[src/rtl/sgm_path_sequencer_pkg.sv]
// Shared definitions for the SGM path sequencer: FSM encoding, default
// penalties and the edge helpers used on the video timing inputs.
package sgm_path_sequencer_pkg;

  typedef enum logic [1:0] {
    ST_WAIT_FRAME = 2'd0,
    ST_BLANK      = 2'd1,
    ST_ACTIVE     = 2'd2
  } seq_state_t;

  localparam logic [7:0] DEFAULT_P1 = 8'd15;
  localparam logic [7:0] DEFAULT_P2 = 8'd64;

  function automatic logic rise_edge(input logic cur, input logic prev);
    return cur & ~prev;
  endfunction

  function automatic logic fall_edge(input logic cur, input logic prev);
    return ~cur & prev;
  endfunction

endpackage

[src/rtl/sgm_cfg_shadow.sv]
// Penalty handshake: a transfer is parked in a pending register and only
// becomes visible on p1/p2 at the next frame start.
module sgm_cfg_shadow
  import sgm_path_sequencer_pkg::*;
(
  input  logic       clk,
  input  logic       rst,
  input  logic       frame_start,
  input  logic       cfg_valid,
  input  logic [7:0] cfg_p1,
  input  logic [7:0] cfg_p2,
  output logic       cfg_ready,
  output logic [7:0] p1,
  output logic [7:0] p2
);

  logic [7:0] pend_p1;
  logic [7:0] pend_p2;
  logic       pend_valid;
  logic       apply_q;
  logic       rearm_q;

  // frame_start is the raw pin edge; a transfer on that same edge is not yet
  // pending, so it waits for the following frame. Applying one cycle later
  // lines p1/p2 up with the rest of the registered video outputs.
  always_ff @(posedge clk or posedge rst) begin
    if (rst) begin
      cfg_ready  <= 1'b1;
      pend_p1    <= '0;
      pend_p2    <= '0;
      pend_valid <= 1'b0;
      apply_q    <= 1'b0;
      rearm_q    <= 1'b0;
      p1         <= DEFAULT_P1;
      p2         <= DEFAULT_P2;
    end else begin
      apply_q <= pend_valid & frame_start;
      rearm_q <= apply_q;
      if (cfg_valid && cfg_ready) begin
        pend_p1    <= cfg_p1;
        pend_p2    <= cfg_p2;
        pend_valid <= 1'b1;
        cfg_ready  <= 1'b0;
      end
      if (apply_q) begin
        p1         <= pend_p1;
        p2         <= pend_p2;
        pend_valid <= 1'b0;
      end
      if (rearm_q) begin
        cfg_ready <= 1'b1;
      end
    end
  end

endmodule

[src/rtl/sgm_path_sequencer.sv]
// Tracks row/column of the incoming cost stream and emits the SGM path
// beginning strobes plus the right-half data enable.
module sgm_path_sequencer
  import sgm_path_sequencer_pkg::*;
#(
  parameter int ACTIVE_WIDTH   = 1280,
  parameter int HALF_IMG_WIDTH = 640,
  parameter int ROW_WIDTH      = 10,
  parameter int COL_WIDTH      = 11
) (
  input  logic                 clk,
  input  logic                 rst,
  input  logic                 de_in,
  input  logic                 h_sync_in,
  input  logic                 v_sync_in,
  input  logic                 cfg_valid,
  input  logic [7:0]           cfg_p1,
  input  logic [7:0]           cfg_p2,
  output logic                 cfg_ready,
  output logic [ROW_WIDTH-1:0] row_out,
  output logic [COL_WIDTH-1:0] col_out,
  output logic                 half_de_out,
  output logic                 ext_half_de_out,
  output logic                 beg_h,
  output logic                 beg_t2b,
  output logic                 beg_l2r,
  output logic                 beg_r2l,
  output logic [7:0]           p1_out,
  output logic [7:0]           p2_out,
  output logic                 line_err
);

  localparam logic [COL_WIDTH-1:0] COL_MAX  = '1;
  localparam logic [ROW_WIDTH-1:0] ROW_MAX  = '1;
  localparam logic [COL_WIDTH-1:0] HALF_COL = COL_WIDTH'(HALF_IMG_WIDTH);
  localparam logic [COL_WIDTH-1:0] LAST_COL = COL_WIDTH'(2 * HALF_IMG_WIDTH - 1);
  localparam logic [COL_WIDTH-1:0] LINE_LEN = COL_WIDTH'(ACTIVE_WIDTH);

  seq_state_t           state;
  logic                 de_q;
  logic                 vs_q;
  logic                 vs_qq;
  logic [COL_WIDTH-1:0] col_cnt;

  // Horizontal sync carries no information the de edges do not already give.
  logic unused_hsync;
  assign unused_hsync = h_sync_in;

  logic vs_rise;
  logic vs_pin_rise;
  logic pix;
  logic half_next;
  logic h_next;
  logic t2b_next;
  logic r2l_next;

  assign vs_rise     = rise_edge(vs_q, vs_qq);
  assign vs_pin_rise = rise_edge(v_sync_in, vs_q);
  assign pix         = de_q && (state != ST_WAIT_FRAME) && !vs_rise;
  assign half_next   = pix && (col_cnt >= HALF_COL);
  assign h_next      = pix && (col_cnt == HALF_COL);
  assign t2b_next    = pix && (row_out == '0);
  assign r2l_next    = pix && (col_cnt == LAST_COL);

  always_ff @(posedge clk or posedge rst) begin
    if (rst) begin
      state           <= ST_WAIT_FRAME;
      de_q            <= 1'b0;
      vs_q            <= 1'b0;
      vs_qq           <= 1'b0;
      col_cnt         <= '0;
      row_out         <= '0;
      col_out         <= '0;
      half_de_out     <= 1'b0;
      ext_half_de_out <= 1'b0;
      beg_h           <= 1'b0;
      beg_t2b         <= 1'b0;
      beg_l2r         <= 1'b0;
      beg_r2l         <= 1'b0;
      line_err        <= 1'b0;
    end else begin
      de_q            <= de_in;
      vs_q            <= v_sync_in;
      vs_qq           <= vs_q;
      half_de_out     <= half_next;
      ext_half_de_out <= half_next | half_de_out;
      beg_h           <= h_next;
      beg_t2b         <= t2b_next;
      beg_l2r         <= h_next | t2b_next;
      beg_r2l         <= r2l_next | t2b_next;
      if (vs_rise) begin
        state    <= ST_BLANK;
        row_out  <= '0;
        col_cnt  <= '0;
        col_out  <= '0;
        line_err <= 1'b0;
      end else begin
        case (state)
          ST_BLANK: begin
            if (de_q) begin
              state   <= ST_ACTIVE;
              col_out <= col_cnt;
              col_cnt <= (col_cnt == COL_MAX) ? col_cnt : col_cnt + COL_WIDTH'(1);
            end
          end
          ST_ACTIVE: begin
            if (de_q) begin
              col_out <= col_cnt;
              col_cnt <= (col_cnt == COL_MAX) ? col_cnt : col_cnt + COL_WIDTH'(1);
            end else begin
              // de falling edge closes the line
              state   <= ST_BLANK;
              col_cnt <= '0;
              col_out <= '0;
              row_out <= (row_out == ROW_MAX) ? row_out : row_out + ROW_WIDTH'(1);
              if (col_cnt != LINE_LEN) begin
                line_err <= 1'b1;
              end
            end
          end
          default: ;
        endcase
      end
    end
  end

  sgm_cfg_shadow u_cfg_shadow (
    .clk         (clk),
    .rst         (rst),
    .frame_start (vs_pin_rise),
    .cfg_valid   (cfg_valid),
    .cfg_p1      (cfg_p1),
    .cfg_p2      (cfg_p2),
    .cfg_ready   (cfg_ready),
    .p1          (p1_out),
    .p2          (p2_out)
  );

endmodule

[config.mk]
export PLATFORM = sky130hd
export DESIGN_NAME = sgm_path_sequencer
export DESIGN_NICKNAME = d
export VERILOG_FILES = /design/src/rtl/sgm_path_sequencer_pkg.sv /design/src/rtl/sgm_cfg_shadow.sv /design/src/rtl/sgm_path_sequencer.sv
export SDC_FILE = /design/constraint.sdc
export NUM_CORES = 1
export LEC_CHECK = 0
export CAP_MARGIN = 0
export CORE_MARGIN = 2
export CORE_UTILIZATION = 46
export CTS_BUF_LIST = sky130_fd_sc_hd__clkbuf_8 sky130_fd_sc_hd__clkbuf_16
export DETAILED_ROUTE_END_ITERATION = 10
export GPL_ROUTABILITY_DRIVEN = 1
export PLACE_DENSITY = 0.75
export REMOVE_ABC_BUFFERS = 1
export SYNTH_ARGS = -nofsm -noshare
export SYNTH_HDL_FRONTEND = slang
export SYNTH_SLANG_ARGS = --single-unit
[constraint.sdc]
create_clock -name clk -period 2.7 [get_ports clk]
set_clock_uncertainty 0.15 [all_clocks]
set_input_delay 0.54 -clock clk [delete_from_list [all_inputs] [get_ports clk]]
set_output_delay 0.54 -clock clk [all_outputs]
set_load 0.03 [all_outputs]
==> results.cfg <==
[global_routing]
grt_max_degree = 32
antenna_found_initial = 0
grt_pass1_vias = 2642
grt_overflow = 0
grtUsageTotal = 0.186
grt_pass1_wl_um = 12400

[yosys]
netlist_top_cells_area = dfrtp_1 54%, mux2_2 10%, dfstp_2 4.6%
synth_top_area_share = 0.538
synth_xor_xnor_area_share = 0.00509
async_flop_share = 1.00
synth_common_cells = 74 x dfrtp_1, 33 x nand2_1, 32 x mux2_2
synth-compound-area-share = 0.0975
ys_ff_latch = 80
synth_fa_ha_area_frac = 0.0146
synth_top_family_by_area = simple AND/OR/NAND/NOR gates
yosysWarnings = 0
yosys.area_share.simple = 0.151
ys.flop_type = dfrtp_1
synth_edf_count = 0
syn_inst = 297
synthMuxAreaShare = 0.119
netlist_area_um2 = 3440
yosysUniqueCellTypes = 46
avgSynthCellArea_um2 = 11.6
synth_most_common_cell = dfrtp_1
yosysSeqAreaShare = 0.584
synth_top_area_cell = dfrtp_1

[worst_setup_path]
cpMaxStageDelayCell = clkdlybuf4s50_1
r2r-end = row_out[8]
slowest_delay_ns = 0.75
crit_path_end_kind = output port
worst_ep_required_time_ns = 2.01
path_cells = clkdlybuf4s50_1
path_class = flop to output port
critPathArrivalTime_ns = 1.61
cp_top_family = buffers and inverters
reg2reg_from = state[0]
endpoint = row_out[6]
startpoint_type = flop
worstSetupPathDepth = 1
path_buf_inv = 1
ff2ff_path_depth = 4
crit_start = row_out[6]
ff2ff_setup_slack_ns = 0.58
cp_max_fo = 10

[drt]
drc = 0
routed_via_density = 5.43
via_count = 2551
ant_nets = 0
wl_per_cell_um = 15.1
drt_iter0_markers = 146
drtPass1Iterations = 4
routed_wl_um = 7080

[clocking]
holdBufCountCts = 0
post_cts_resized = 0
clk_latency_ns = 0.34
clkTransAtPathRegs_ns = 0.08
cts_buffer_depth = 2
cts.sinks = 80
postCtsSetupRepairBufs = 0
cts_tree = yes
h-tree-depth = 3
cts-root-buf = clkbuf_8
numCtsBuffers = 9

[timing]
slew_headroom = 0.485
rsz0062_at_grt = false
finalHoldViolations = 0
fin_setup_tns_ns = 0
timing.final.max_slew_violations = 0
finalCritPeriodShare = 0.853
fin_crit_ns = 2.30
timing.fmax_ghz = 0.434
setup_viol = 0
worst_slew_pin_slew_ns = 0.761

[placement]
port_buffers = 65
gp_congestion = 0.868
dp_hpwl_um = 4890
placed_area_um2 = 4230

[run]
drv_cap = 0

[power_and_ir_drop]
clkPwrFrac = 0.357
power_per_cell_area_nw_per_um2 = 612
sw_frac_of_total = 0.274
leakagePower_nw = 1.99
comb_power_share = 0.159
switchingPower_mw = 0.747
ir_drop_v = 0.000402
seq_power_share = 0.483
p_int_mw = 1.98

[cells_and_area]
drive_gt1_frac = 0.183
fin_area_um2 = 4450
seqCellArea_um2 = 2010
fillCellCount = 596
synthToLayoutAreaGrowth_pct = 29.5
multi_input_area_um2 = 1340
fin_nets = 392
diodes = 0

[floorplanning]
dieWidth_um = 90.5
start_util = 0.474
die_y_um = 90.5
ios = 67
rows = 31
core_um2 = 7250
fp.dieArea_um2 = 8180

[status]
status = complete, no violations

[hold_path]
hold_path_class = flop to flop
## area by class of cell
type,instances,share of cell area
clock inverter,6,0.0185
tap,99,0.0278
multi-input combinational,194,0.300
clock buffer,10,0.0309
inverter,9,0.00759
timing repair buffer,72,0.164
sequential,80,0.451
## worst min path at each step
stage,endpoint,start,depth (start not counted)
after floorplan,vs_qq,vs_q,0
after global placement,u_cfg_shadow.cfg_ready,u_cfg_shadow.rearm_q,1
after detailed placement,u_cfg_shadow.cfg_ready,u_cfg_shadow.rearm_q,1
after CTS,u_cfg_shadow.cfg_ready,u_cfg_shadow.rearm_q,1
after global routing,u_cfg_shadow.cfg_ready,u_cfg_shadow.rearm_q,1
final,u_cfg_shadow.cfg_ready,u_cfg_shadow.rearm_q,1
## cells by family (layout without fill, tap and decap cells)
family / count (synthesis) / after routing
DFF: 80 / 80
and+or+nand+nor: 101 / 101
muxes: 37 / 37
AOI/OAI and AO/OA: 50 / 50
xor gates and xnor gates: 2 / 2
buffers and inverters: 23 / 97
adders and majority gates: 4 / 4
## state kept, by name, indices dropped and copies added (netlist names), 2 cells and up
register              count
col_cnt                  11
u_cfg_shadow.p1           8
u_cfg_shadow.pend_p2      8
state                     2
u_cfg_shadow.pend_p1      8
row_out                  10
u_cfg_shadow.p2           8
col_out                  11
## placed cells by master (no fill, tap or decap), drive strengths merged, types with 3 or more instances in the layout
cell | Yosys | routed
clkbuf | 10 | 10
or4 | 5 | 5
or2 | 3 | 3
nor2 | 14 | 14
mux2i | 5 | 5
nand3 | 10 | 10
clkinv | 0 | 3
nor4 | 7 | 7
clkdlybuf4s50 | 0 | 65
buf | 4 | 7
a21oi | 13 | 13
nor3 | 7 | 7
o21ai | 14 | 14
dfrtp | 74 | 74
dfstp | 6 | 6
inv | 9 | 9
nor2b | 3 | 3
ha | 4 | 4
nand2 | 33 | 33
o31ai | 4 | 4
a22o | 3 | 3
mux2 | 32 | 32
or3 | 5 | 5
## per-layer routing
| layer | routed length (µm) | up-vias | track usage |
|---|---|---|---|
| li1 | - | 1205 | - |
| met1 | 2950 | 1251 | 0.222 |
| met2 | 3530 | 91 | 0.310 |
| met3 | 553 | 4 | 0.0743 |
| met4 | 46 | 0 | 0.0577 |
| met5 | 0 | - | 0 |
## per-stage QoR
step | std cells | worst slack [ns] | hold slack, ns | power (mW) | util
3_3_place_gp | 454 | 0.673 | 0.260 | 1.77 | 0.584
3_5_place_dp | 454 | 0.607 | 0.271 | 1.78 | 0.584
6_report | 470 | 0.397 | 0.286 | 2.73 | 0.614
4_1_cts | 470 | 0.379 | 0.291 | 2.75 | 0.614
5_1_grt | 470 | 0.315 | 0.307 | 2.86 | 0.614
2_1_floorplan | 283 | -0.0318 | 0.231 | 1.59 | -
## power groups by stage
stage	clock network (mW)	logic, mW	registers [mW]
detailed placement	0	0.439	1.34
CTS	0.992	0.440	1.32
global route	1.05	0.477	1.33
finish	0.974	0.435	1.32
floorplan	0	0.185	1.41
global placement	0	0.428	1.34
Note: power is estimated with default switching activity, not from simulation.
